[src/rtl/bcd_pkg.sv]
// Shared constants and state encoding for the sequential binary-to-BCD converter.
package bcd_pkg;

  localparam logic [3:0] BCD_SIGN_NEG = 4'hB;
  localparam logic [3:0] BCD_SIGN_POS = 4'hF;
  localparam logic [3:0] BCD_BLANK    = 4'hF;

  typedef enum logic [1:0] {
    IDLE  = 2'd0,
    SHIFT = 2'd1,
    DONE  = 2'd2
  } state_t;

endpackage

[src/rtl/bcd_add3.sv]
// Double-dabble digit cell: a BCD digit of 5 or more gets +3 ahead of the shift.
module bcd_add3 (
  input  logic [3:0] din,
  output logic [3:0] dout_c
);

  always_comb begin
    dout_c = (din >= 4'd5) ? din + 4'd3 : din;
  end

endmodule

[src/rtl/bcd_conv_seq.sv]
// Sequential shift-add-3 binary-to-BCD converter with sign nibble, sticky overflow
// and optional leading-zero blanking, behind valid/ready handshakes on both sides.
module bcd_conv_seq
  import bcd_pkg::*;
#(
  parameter int unsigned BIN_W    = 21,
  parameter int unsigned DIGITS   = 7,
  parameter int unsigned SIGNED   = 1,
  parameter int unsigned BLANK_LZ = 0
) (
  input  logic                    clk,
  input  logic                    rst_n,
  input  logic                    in_valid,
  output logic                    in_ready,
  input  logic [BIN_W-1:0]        bin,
  output logic                    out_valid,
  input  logic                    out_ready,
  output logic [4*(DIGITS+1)-1:0] bcdnum,
  output logic                    ovf
);

  localparam int unsigned ACC_W = 4 * DIGITS;
  localparam int unsigned CNT_W = $clog2(BIN_W + 1);

  state_t             state, state_nxt;
  logic [BIN_W-1:0]   mag;
  logic [ACC_W-1:0]   acc;
  logic [ACC_W-1:0]   acc_adj_c;
  logic [ACC_W-1:0]   acc_shift_c;
  logic [ACC_W-1:0]   digits_fmt_c;
  logic [CNT_W-1:0]   cnt;
  logic               neg;
  logic               sticky;
  logic               accept_c;
  logic               last_c;
  logic               neg_in_c;
  logic               ovf_fin_c;
  logic [DIGITS:1]    hz_c;

  assign accept_c    = in_valid && in_ready;
  assign last_c      = (cnt == CNT_W'(BIN_W - 1));
  assign neg_in_c    = (SIGNED != 0) && bin[BIN_W-1];
  assign acc_shift_c = {acc_adj_c[ACC_W-2:0], mag[BIN_W-1]};
  assign ovf_fin_c   = sticky | acc_adj_c[ACC_W-1];
  assign hz_c[DIGITS] = 1'b1;

  // Per-digit add-3 correction and output formatting; hz_c tracks "all higher digits zero".
  for (genvar g = 0; g < int'(DIGITS); g++) begin : g_dig
    logic [3:0] dig_c;

    bcd_add3 u_add3 (
      .din    (acc[4*g +: 4]),
      .dout_c (acc_adj_c[4*g +: 4])
    );

    assign dig_c = acc_shift_c[4*g +: 4];

    if (g == 0) begin : g_units
      assign digits_fmt_c[3:0] = ovf_fin_c ? 4'h9 : dig_c;
    end else begin : g_upper
      if (g < int'(DIGITS) - 1) begin : g_chain
        assign hz_c[g] = hz_c[g+1] & (dig_c == 4'h0);
      end else begin : g_top
        assign hz_c[g] = (DIGITS > 1) ? (dig_c == 4'h0) : 1'b1;
      end
      assign digits_fmt_c[4*g +: 4] = ovf_fin_c ? 4'h9 :
                                      ((BLANK_LZ != 0) && hz_c[g]) ? BCD_BLANK : dig_c;
    end
  end

  // State and handshake flags
  always_ff @(posedge clk or negedge rst_n) begin
    if (!rst_n) begin
      state     <= IDLE;
      in_ready  <= 1'b1;
      out_valid <= 1'b0;
    end else begin
      state     <= state_nxt;
      in_ready  <= (state_nxt == IDLE);
      out_valid <= (state_nxt == DONE);
    end
  end

  always_comb begin
    state_nxt = state;
    case (state)
      IDLE:    if (accept_c)  state_nxt = SHIFT;
      SHIFT:   if (last_c)    state_nxt = DONE;
      DONE:    if (out_ready) state_nxt = IDLE;
      default:                state_nxt = IDLE;
    endcase
  end

  // Datapath: operand capture, shift loop, result register
  always_ff @(posedge clk or negedge rst_n) begin
    if (!rst_n) begin
      mag    <= '0;
      acc    <= '0;
      cnt    <= '0;
      neg    <= 1'b0;
      sticky <= 1'b0;
      bcdnum <= {BCD_SIGN_POS, {ACC_W{1'b0}}};
      ovf    <= 1'b0;
    end else if (accept_c) begin
      neg    <= neg_in_c;
      mag    <= neg_in_c ? BIN_W'(~bin + 1'b1) : bin;
      acc    <= '0;
      cnt    <= '0;
      sticky <= 1'b0;
    end else if (state == SHIFT) begin
      acc    <= acc_shift_c;
      mag    <= {mag[BIN_W-2:0], 1'b0};
      cnt    <= cnt + CNT_W'(1);
      sticky <= ovf_fin_c;
      if (last_c) begin
        // neg implies a nonzero magnitude, so zero never carries the minus code
        bcdnum <= {(neg ? BCD_SIGN_NEG : BCD_SIGN_POS), digits_fmt_c};
        ovf    <= ovf_fin_c;
      end
    end
  end

endmodule

[config.mk]
export PLATFORM = sky130hd
export DESIGN_NAME = bcd_conv_seq
export DESIGN_NICKNAME = d
export VERILOG_FILES = /design/src/rtl/bcd_pkg.sv /design/src/rtl/bcd_add3.sv /design/src/rtl/bcd_conv_seq.sv
export SDC_FILE = /design/constraint.sdc
export NUM_CORES = 1
export LEC_CHECK = 0
export ABC_AREA = 1
export CORE_MARGIN = 1.5
export CORE_UTILIZATION = 35
export DETAILED_ROUTE_END_ITERATION = 8
export REMOVE_ABC_BUFFERS = 1
export SETUP_SLACK_MARGIN = 0.05
export SLEW_MARGIN = 20
export SYNTH_ARGS = -nofsm -noshare
export SYNTH_HDL_FRONTEND = slang
export SYNTH_SLANG_ARGS = --single-unit
[constraint.sdc]
create_clock -name clk -period 1.6 [get_ports clk]
set_input_delay 0.24 -clock clk [delete_from_list [all_inputs] [get_ports clk]]
set_output_delay 0.24 -clock clk [all_outputs]
set_load 0.01 [all_outputs]
# ---- Word level (Yosys, flattened, before mapping)
# Index checks and enable logic that the tools add are counted.
dict set report op_classes {
  reduce_logical 5
  n_addsub 9
  eq_ne 4
  bitwise_logic 3
  n_mux 28
  order_cmp 7
}
# op count
set ops {}
lappend ops {{21-bit 2-to-1 mux} 3}
lappend ops {{28-bit 2-to-1 mux} 2}
lappend ops {{4-bit 2-to-1 mux} 14}
lappend ops {{4-bit by 2-bit adder with 4-bit output, second input constant} 7}
lappend ops {{4-bit by 3-bit >= comparator with 1-bit output, second input constant} 7}
lappend ops {{21-bit by 1-bit adder with 21-bit output, second input constant} 1}
lappend ops {{21-bit inverter} 1}
lappend ops {{5-bit 2-to-1 mux} 2}
lappend ops {{2-bit 2-to-1 mux} 3}
lappend ops {{2-bit one-hot mux with 3 select lines} 1}
lappend ops {{5-bit by 1-bit adder with 5-bit output, second input constant} 1}
lappend ops {{5-bit == test, second input constant} 1}
lappend ops {{2-bit == test, second input constant} 2}
lappend ops {{2-bit logical NOT} 2}
lappend ops {{3-bit 2-to-1 mux} 1}
lappend ops {{3-bit AND reduction} 1}
lappend ops {{2-bit by 1-bit == test with 1-bit output, second input constant} 1}
lappend ops {{1-bit 2-to-1 mux} 2}
lappend ops {{2-bit nonzero test} 1}
lappend ops {{1-bit logical AND} 1}
lappend ops {{1-bit inverter} 1}
lappend ops {{1-bit OR} 1}
dict set report word_totals {
  wordCells 66
  output_inout_bits 35
  in_bits 25
  regBits 93
}

# ---- Longest topological paths before layout
# Gate-level depths: netlist (run 1).
dict set report logic_depth {
  word_depth 5
  ltp_mapped 11
  ltp_nobuf 11
}

# ---- Hierarchy
# From an unflattened synthesis (run 1), not the netlist that was laid out.
dict set report unflattened {
  hier_cells 657
  area_unflattened_um2 5198.7
}
# module area_each_um2 n_inst seq_area_each_um2 cells_each
set by_module_without_submodules {}
lappend by_module_without_submodules {bcd_conv_seq 4252.8 1 2254.7 496}
lappend by_module_without_submodules {bcd_add3 135.1 7 0.0 23}

# ---- Least setup slack after synthesis (run 1)
# OpenSTA, ideal clock, no wires.
dict set report synth_timing {
  path_type {reg-to-reg}
  from {register acc[24]}
  to {register bcdnum[18]}
  n_path_buf 1
  required_time_ns 1.483
  setup_time_ns 0.117
  slack_ns 0.160
  stages_incl_launch_ff 12
  synth_period_minus_slack_ns 1.440
  arrival_ns 1.323
  path_cell_list {dfrtp_1 inv_1 ha_1 inv_1 nand2_2 nand3_2 nand3_2 nand2_4 inv_4 buf_6 nand3_1 nand2_1}
}
dict set report synth_between {
  elab_chain_len 4
  word_cells_on_any_way 5
  cone_classes {add/sub: 1; order compare: 1; mux: 2; bitwise: 1}
}
# item line
set synth_rtl {}
lappend synth_rtl {{from (decl)} bcd_conv_seq.sv:27} ;# logic [ACC_W-1:0] acc;
lappend synth_rtl {{from (signal assigned)} bcd_conv_seq.sv:111} ;# acc <= acc_shift_c;
lappend synth_rtl {{4-bit by 2-bit adder with 4-bit output or 4-bit by 3-bit >= comparator with 1-bit output (tied branches)} bcd_add3.sv:8} ;# dout_c = (din >= 4'd5) ? din + 4'd3 : din;
lappend synth_rtl {{4-bit 2-to-1 mux *} bcd_add3.sv:8}
lappend synth_rtl {{1-bit OR *} bcd_conv_seq.sv:44} ;# assign ovf_fin_c = sticky | acc_adj_c[ACC_W-1];
lappend synth_rtl {{4-bit 2-to-1 mux *} bcd_conv_seq.sv:66} ;# assign digits_fmt_c[4*g +: 4] = ovf_fin_c ? 4'h9 :
lappend synth_rtl {{to (signal assigned)} bcd_conv_seq.sv:102} ;# bcdnum <= {BCD_SIGN_POS, {ACC_W{1'b0}}};
lappend synth_rtl {{to (signal assigned)} bcd_conv_seq.sv:117} ;# bcdnum <= {(neg ? BCD_SIGN_NEG : BCD_SIGN_POS), digits_fmt_c};
lappend synth_rtl {{to (decl)} bcd_conv_seq.sv:18} ;# output logic [4*(DIGITS+1)-1:0] bcdnum,
# Every way passes the cells marked *; elsewhere a longest branch is shown, timed or not.
# A chain may end at the register's enable or synchronous reset.

# ---- Worst setup path after layout (run 1)
dict set report layout_timing {
  from {register acc[24]}
  to {register bcdnum[9]}
}
# Same word-level chain as after synthesis.

==> run metrics, run 1 <==
outcome complete, no violations; CP Class reg2reg; pin count of the biggest net entering global routing 33; CTS tree yes; Inst Count DP between 800 and 900; CP required approximately 1.8 ns; Mapped Cells between 600 and 700; GRT overflow 0; GRT Total Usage ~17%; worst slack, placed -0.191 ns; Final Max Slew Viols 0; power per cell area ~1900 mW/mm^2; number of iterations in the first detailed-routing pass 5; Distinct cells, synth 36; final worst-path cycle share a little over nine tenths; RSZ-0062 raised after global routing true; GR Util met1 21.2%; HPWL after detailed placement ~8300 um; Max clock buf depth 2; Synth top area share between 40 and 50%; area added between synthesis and finish 33.5%; Post-synth EDFFs 0; initial antenna violation count 0; Setup crit end kind register; M3 GR Usage 3.56%; hold slack approximately 0.37 ns; FF-to-FF Start acc[24]; final hold vios 0; clk_lat worst skew between 0.3 and 0.4 ns; Remaining DRCs 0; minimum clock period around 1.5 ns; die area between 0.01 and 0.015 sq mm; worst clock skew between 0.006 and 0.007 ns; Critical path origin acc[24]; overall power ~12 mW; Ys Warns 0; Synth area leader dfrtp_1; final instance area 0.00661 sq mm; most frequent cell after synthesis nand2_1; final layout net count between 700 and 800; Die W 122 um; vias in the first global route about 4,500; final core utilization 47.8%; global-route wire length before repair about 20,000 um; DR WL/cell roughly 13 um; CTS buffer count 9; CP Launch Type register; diode count 0; site row count 43; Via density between 4 and 5; post-route insts no fill roughly 920; Maximum Capacitance Violations 0; clk sink count 90; Antenna Nets Post-Route 0; CP Max Fanout 7; die height between 100 and 150 um; Placer Congestion 0.838; Synth top cells by count 148 x nand2_1, 88 x dfrtp_1, 78 x inv_1, 76 x nand3_1, 57 x o21ai_0; synth top area cells dfrtp_1 45%, nand2_1 11%, nand3_1 7.7%, inv_1 5.9%, o21ai_0 5.8%; syn_area_per_cell around 7.7 sq um; fraction of layout cells with a size suffix above 1 a little under a fifth; ys async rst share 100%; clock slew at reported path FFs about 0.06 ns; register area share after synthesis 45.6%; Worst Slack Setup Final about 0.056 ns; hold crit path type in2async; met2 GRT Util 28.9%; CTS Root Cell clkbuf_16; Synth Register Bits 90; fmax roughly 0.65 GHz; TNS Setup 0 ns; CTS H-tree depth 3; final setup fails 0; Starting DRT DRC Count 296; fillers between 1,000 and 1,500; Top FF cell, synth dfrtp_1; Core ar. 0.0138 sq mm; Initial Util 35.8%; vias around 4,500; Mapped Area 0.00495 sq mm; leakage 3.20 nW; worst vdd ir ~0.65 mV; IO buf count between 50 and 60; # IOs 60; area post-placement 0.00596 sq mm; final wirelength 12,100 um; CP arrival between 1.5 and 2 ns; gr busiest metal met2
-- where the power goes --
part | internal, mW | total, mW | leakage (nW) | switching (mW)
clock | 1.24 | 2.09 | 0.142 | 0.854
sequential | 3.27 | 3.90 | 1.14 | 0.624
combinational | 2.82 | 6.42 | 1.91 | 3.61
total | 7.33 | 12.4 | 3.20 | 5.08
-- worst max-delay path, cell delays in order, from the launching register on --
cell and delay (ns):
dfrtp_2 0.44, buf_6 0.13, o211ai_1 0.28, nand3_4 0.14, nand2_4 0.13, inv_8 0.06, buf_12 0.13, nand3_1 0.07
nand2_1 0.05
-- flip-flops by register name, indices dropped and copies added (netlist names) --
register	count
sticky	1
acc	28
cnt	5
bcdnum	29
state	2
mag	21
in_ready	1
ovf	1
out_valid	1
neg	1
-- what timing repair did --
| item | 4_1_cts | 5_1_grt |
|---|---|---|
| pin swaps | 1 | 7 |
| gates cloned | 0 | 4 |
| endpoints found under the hold margin | 26 | 0 |
| setup endpoints to repair | 5 | 46 |
| resized for setup | 3 | 67 |
| buffers inserted | 1 | 6 |
| hold buffers | 1 | 0 |
-- logic make-up (layout without fill, tap and decap cells) --
group / count (synthesis) / count (layout) / synth area share [%]
adders and majority gates: 17 / 17 / 4.30
DFF: 90 / 90 / 45.6
AOI/OAI and AO/OA: 124 / 124 / 13.8
buffers and inverters: 110 / 210 / 9.81
other: 1 / 3 / 0.0758
xor gates and xnor gates: 5 / 5 / 0.885
and+or+nand+nor: 292 / 292 / 25.5
-- per-layer routing --
metal / vias up / routed length, um
met3: 17 / 507
met5: - / 0
met4: 0 / 209
li1: 2265 / -
met1: 2147 / 5600
met2: 98 / 5760
-- area by class of cell --
class | count | area, sq um | share of cell area, %
Multi-Input combinational cell | 441 | 2400 | 36.4
Sequential cell | 90 | 2260 | 34.1
Timing Repair Buffer | 109 | 1100 | 16.7
Inverter | 86 | 335 | 5.08
Clock buffer | 12 | 246 | 3.73
Tap cell | 180 | 225 | 3.41
Clock inverter | 3 | 40.0 | 0.606
-- cell usage in the layout (no fill, tap or decap), types with 6 or more instances in the layout --
| cell | instances |
|---|---|
| clkdlybuf4s50_1 | 52 |
| a21oi_1 | 27 |
| dfrtp_1 | 87 |
| nand2_1 | 138 |
| buf_12 | 6 |
| inv_1 | 69 |
| o21ai_1 | 7 |
| buf_4 | 40 |
| clkbuf_16 | 12 |
| nand3_1 | 72 |
| inv_2 | 12 |
| ha_1 | 12 |
| a21oi_2 | 14 |
| nor2_1 | 48 |
| nand2_2 | 12 |
| o21ai_0 | 52 |
| o22ai_1 | 10 |
-- worst paths after layout --
| check | to | slack (ns) | cells after the start |
|---|---|---|---|
| setup / recovery | bcdnum[9] | 0.06 | 8 |
| hold / removal | acc[27] | 0.37 | 2 |
| setup reg to reg | bcdnum[9] | 0.06 | 8 |
| hold reg to reg | bcdnum[30] | 0.42 | 1 |
| max in group asynchronous | bcdnum[30] | 0.64 | 3 |
| min in group clk | bcdnum[30] | 0.42 | 1 |
Power figures use the tool's default switching activity.
==> inputs of run 2 (changes only) <==
==> constraint.sdc (replaced) <==
create_clock -name clk -period 1.6 [get_ports clk]
set_input_delay 0.16 -clock clk [delete_from_list [all_inputs] [get_ports clk]]
set_output_delay 0.16 -clock clk [all_outputs]
set_load 0.01 [all_outputs]
==> run 2 against run 1 <==
Net effect:
- largest power group unchanged
- clock skew rose by 0.00059 ns
- critical path type unchanged
- setup slack got worse by 0.013 ns
- maximum frequency is 0.81% lower
- non-clock buffer count fell by 5
==> run metrics, run 2 (synthesis results as in run 1) <==
Initial Util 35.8% (unchanged); Die W 122 um (unchanged); CP Max Fanout 10 (was 7); max FFs per register 29 (unchanged); CP Launch Type register (unchanged); CTS H-tree depth 3 (unchanged); Maximum Capacitance Violations 0 (unchanged); CTS tree yes (unchanged); CTS Root Cell clkbuf_16 (unchanged); Core ar. 0.0138 sq mm (unchanged); GRT overflow 0 (unchanged); Remaining DRCs 0 (unchanged); post-route insts no fill 916 (was 921); global-route wire length before repair 20,000 um (was 20,100 um); fraction of layout cells with a size suffix above 1 19.2% (was 18.4%); final setup fails 0 (unchanged); final hold vios 0 (unchanged); worst vdd ir 0.727 mV (was 0.654 mV); Biggest register bcdnum (unchanged); final worst-path cycle share 97.3% (was 96.5%); Starting DRT DRC Count 280 (was 296); Placer Congestion 0.861 (was 0.838); clock slew at reported path FFs 0.06 ns (about the same); die height 122 um (unchanged); outcome complete, no violations (unchanged); RSZ-0062 raised after global routing true (unchanged); commonest non-fill, non-tap cell in the layout nand2_1 (unchanged); leakage 3.15 nW (was 3.20 nW); final layout net count 774 (was 779); CP Class reg2reg (unchanged); TNS Setup 0 ns (unchanged); initial antenna violation count 0 (unchanged); HPWL after detailed placement 8370 um (was 8320 um); CP arrival 1.79 ns (was 1.78 ns); worst slack, placed -0.0954 ns (was -0.191 ns); power per cell area 1880 mW/mm^2 (about the same); Via density 4.90 (was 4.92); CTS buffer count 9 (unchanged); CP required 1.83 ns (about the same); worst clock skew 0.00675 ns (was 0.00616 ns); number of iterations in the first detailed-routing pass 4 (was 5); Inst Count DP 888 (was 894); hold slack 0.246 ns (was 0.371 ns); clk_lat worst skew 0.34 ns (about the same); pin count of the biggest net entering global routing 39 (was 33); fillers 1,296 (was 1,329); most frequent cells in the layout 140 x nand2_1, 88 x dfrtp_1, 71 x inv_1 (was 138 x nand2_1, 87 x dfrtp_1, 72 x nand3_1); site row count 43 (unchanged); die area 0.0149 sq mm (unchanged); final wirelength 12,100 um (about the same); diode count 0 (unchanged); Max clock buf depth 2 (unchanged); vias in the first global route 4,401 (was 4,452); # IOs 60 (unchanged); vias 4,489 (was 4,527); Setup crit end kind register (unchanged); Final Max Slew Viols 0 (unchanged); largest registers bcdnum (29), acc (28), mag (21) (unchanged); clk sink count 90 (unchanged); hold crit path type in2async (unchanged); fmax 0.642 GHz (was 0.648 GHz); GRT Total Usage 16.9% (was 16.8%); Antenna Nets Post-Route 0 (unchanged); IO buf count 56 (unchanged); DR WL/cell 13.2 um (was 13.1 um); minimum clock period 1.56 ns (was 1.54 ns); Worst Slack Setup Final 0.0430 ns (was 0.0557 ns); final core utilization 47.5% (was 47.8%); area added between synthesis and finish 32.8% (was 33.5%)
run 2: where the power goes:
| group | switching (mW) | internal [mW] |
|---|---|---|
| registers | 0.607 | 3.27 |
| logic | 3.66 | 2.72 |
| clock network | 0.843 | 1.25 |
| total | 5.11 | 7.24 |
run 2: worst paths after layout:
kind	cells past startpoint	from	slack [ns]	end
min in group clk	1	neg	0.43	bcdnum[30]
setup reg to reg	10	acc[25]	0.04	bcdnum[9]
max in group asynchronous	3	rst_n	0.81	bcdnum[30]
setup / recovery	10	acc[25]	0.04	bcdnum[9]
hold reg to reg	1	neg	0.43	bcdnum[30]
hold / removal	2	rst_n	0.25	cnt[4]
run 2: cell type report:
cell class	count	area [sq um]	area share [%]
Clock buffer	13	250	3.81
Clock inverter	2	37.5	0.571
Inverter	86	330	5.03
Multi-Input combinational cell	441	2460	37.4
Sequential cell	90	2250	34.3
Tap cell	180	225	3.43
Timing Repair Buffer	104	1010	15.4
run 2: metal layers:
layer / global-route usage (%) / vias to the layer above / routed length, um
li1: - / 2250 / -
met1: 22.1 / 2126 / 5510
met2: 27.7 / 99 / 5850
met3: 3.18 / 14 / 567
met4: 6.62 / 0 / 199
met5: 0 / - / 0
run 2: through the flow:
step,instance area [sq um],total power [mW]
detailed placement,5920,9.30
global placement,5920,9.08
CTS,6240,11.5
finish,6570,12.4
floorplan,4800,7.08
global route,6570,13.4
run 2: worst max-delay path, stage by stage, from the launching register on:
cell and delay (ns):
dfrtp_1 0.42, inv_2 0.11, ha_1 0.16, nand2_1 0.09, nand3_4 0.12, nand3_4 0.10
nand2_4 0.12, inv_6 0.05, buf_12 0.14, nand3_1 0.07, nand2_1 0.06
run 2: repair_timing:
action,4_1_cts,5_1_grt
endpoints found under the setup margin,22,44
pin swaps,1,18
setup buffers,2,9
hold endpoints to repair,18,0
hold buffers,1,0
gates cloned,0,1
gates resized for setup,5,73
==> inputs of run 3 (changes only) <==
Settings changed: ABC_CLOCK_PERIOD_IN_PS set to 1600.
==> results of run 3 <==
The final DEF is identical to that of run 2; final timing and power are the same.
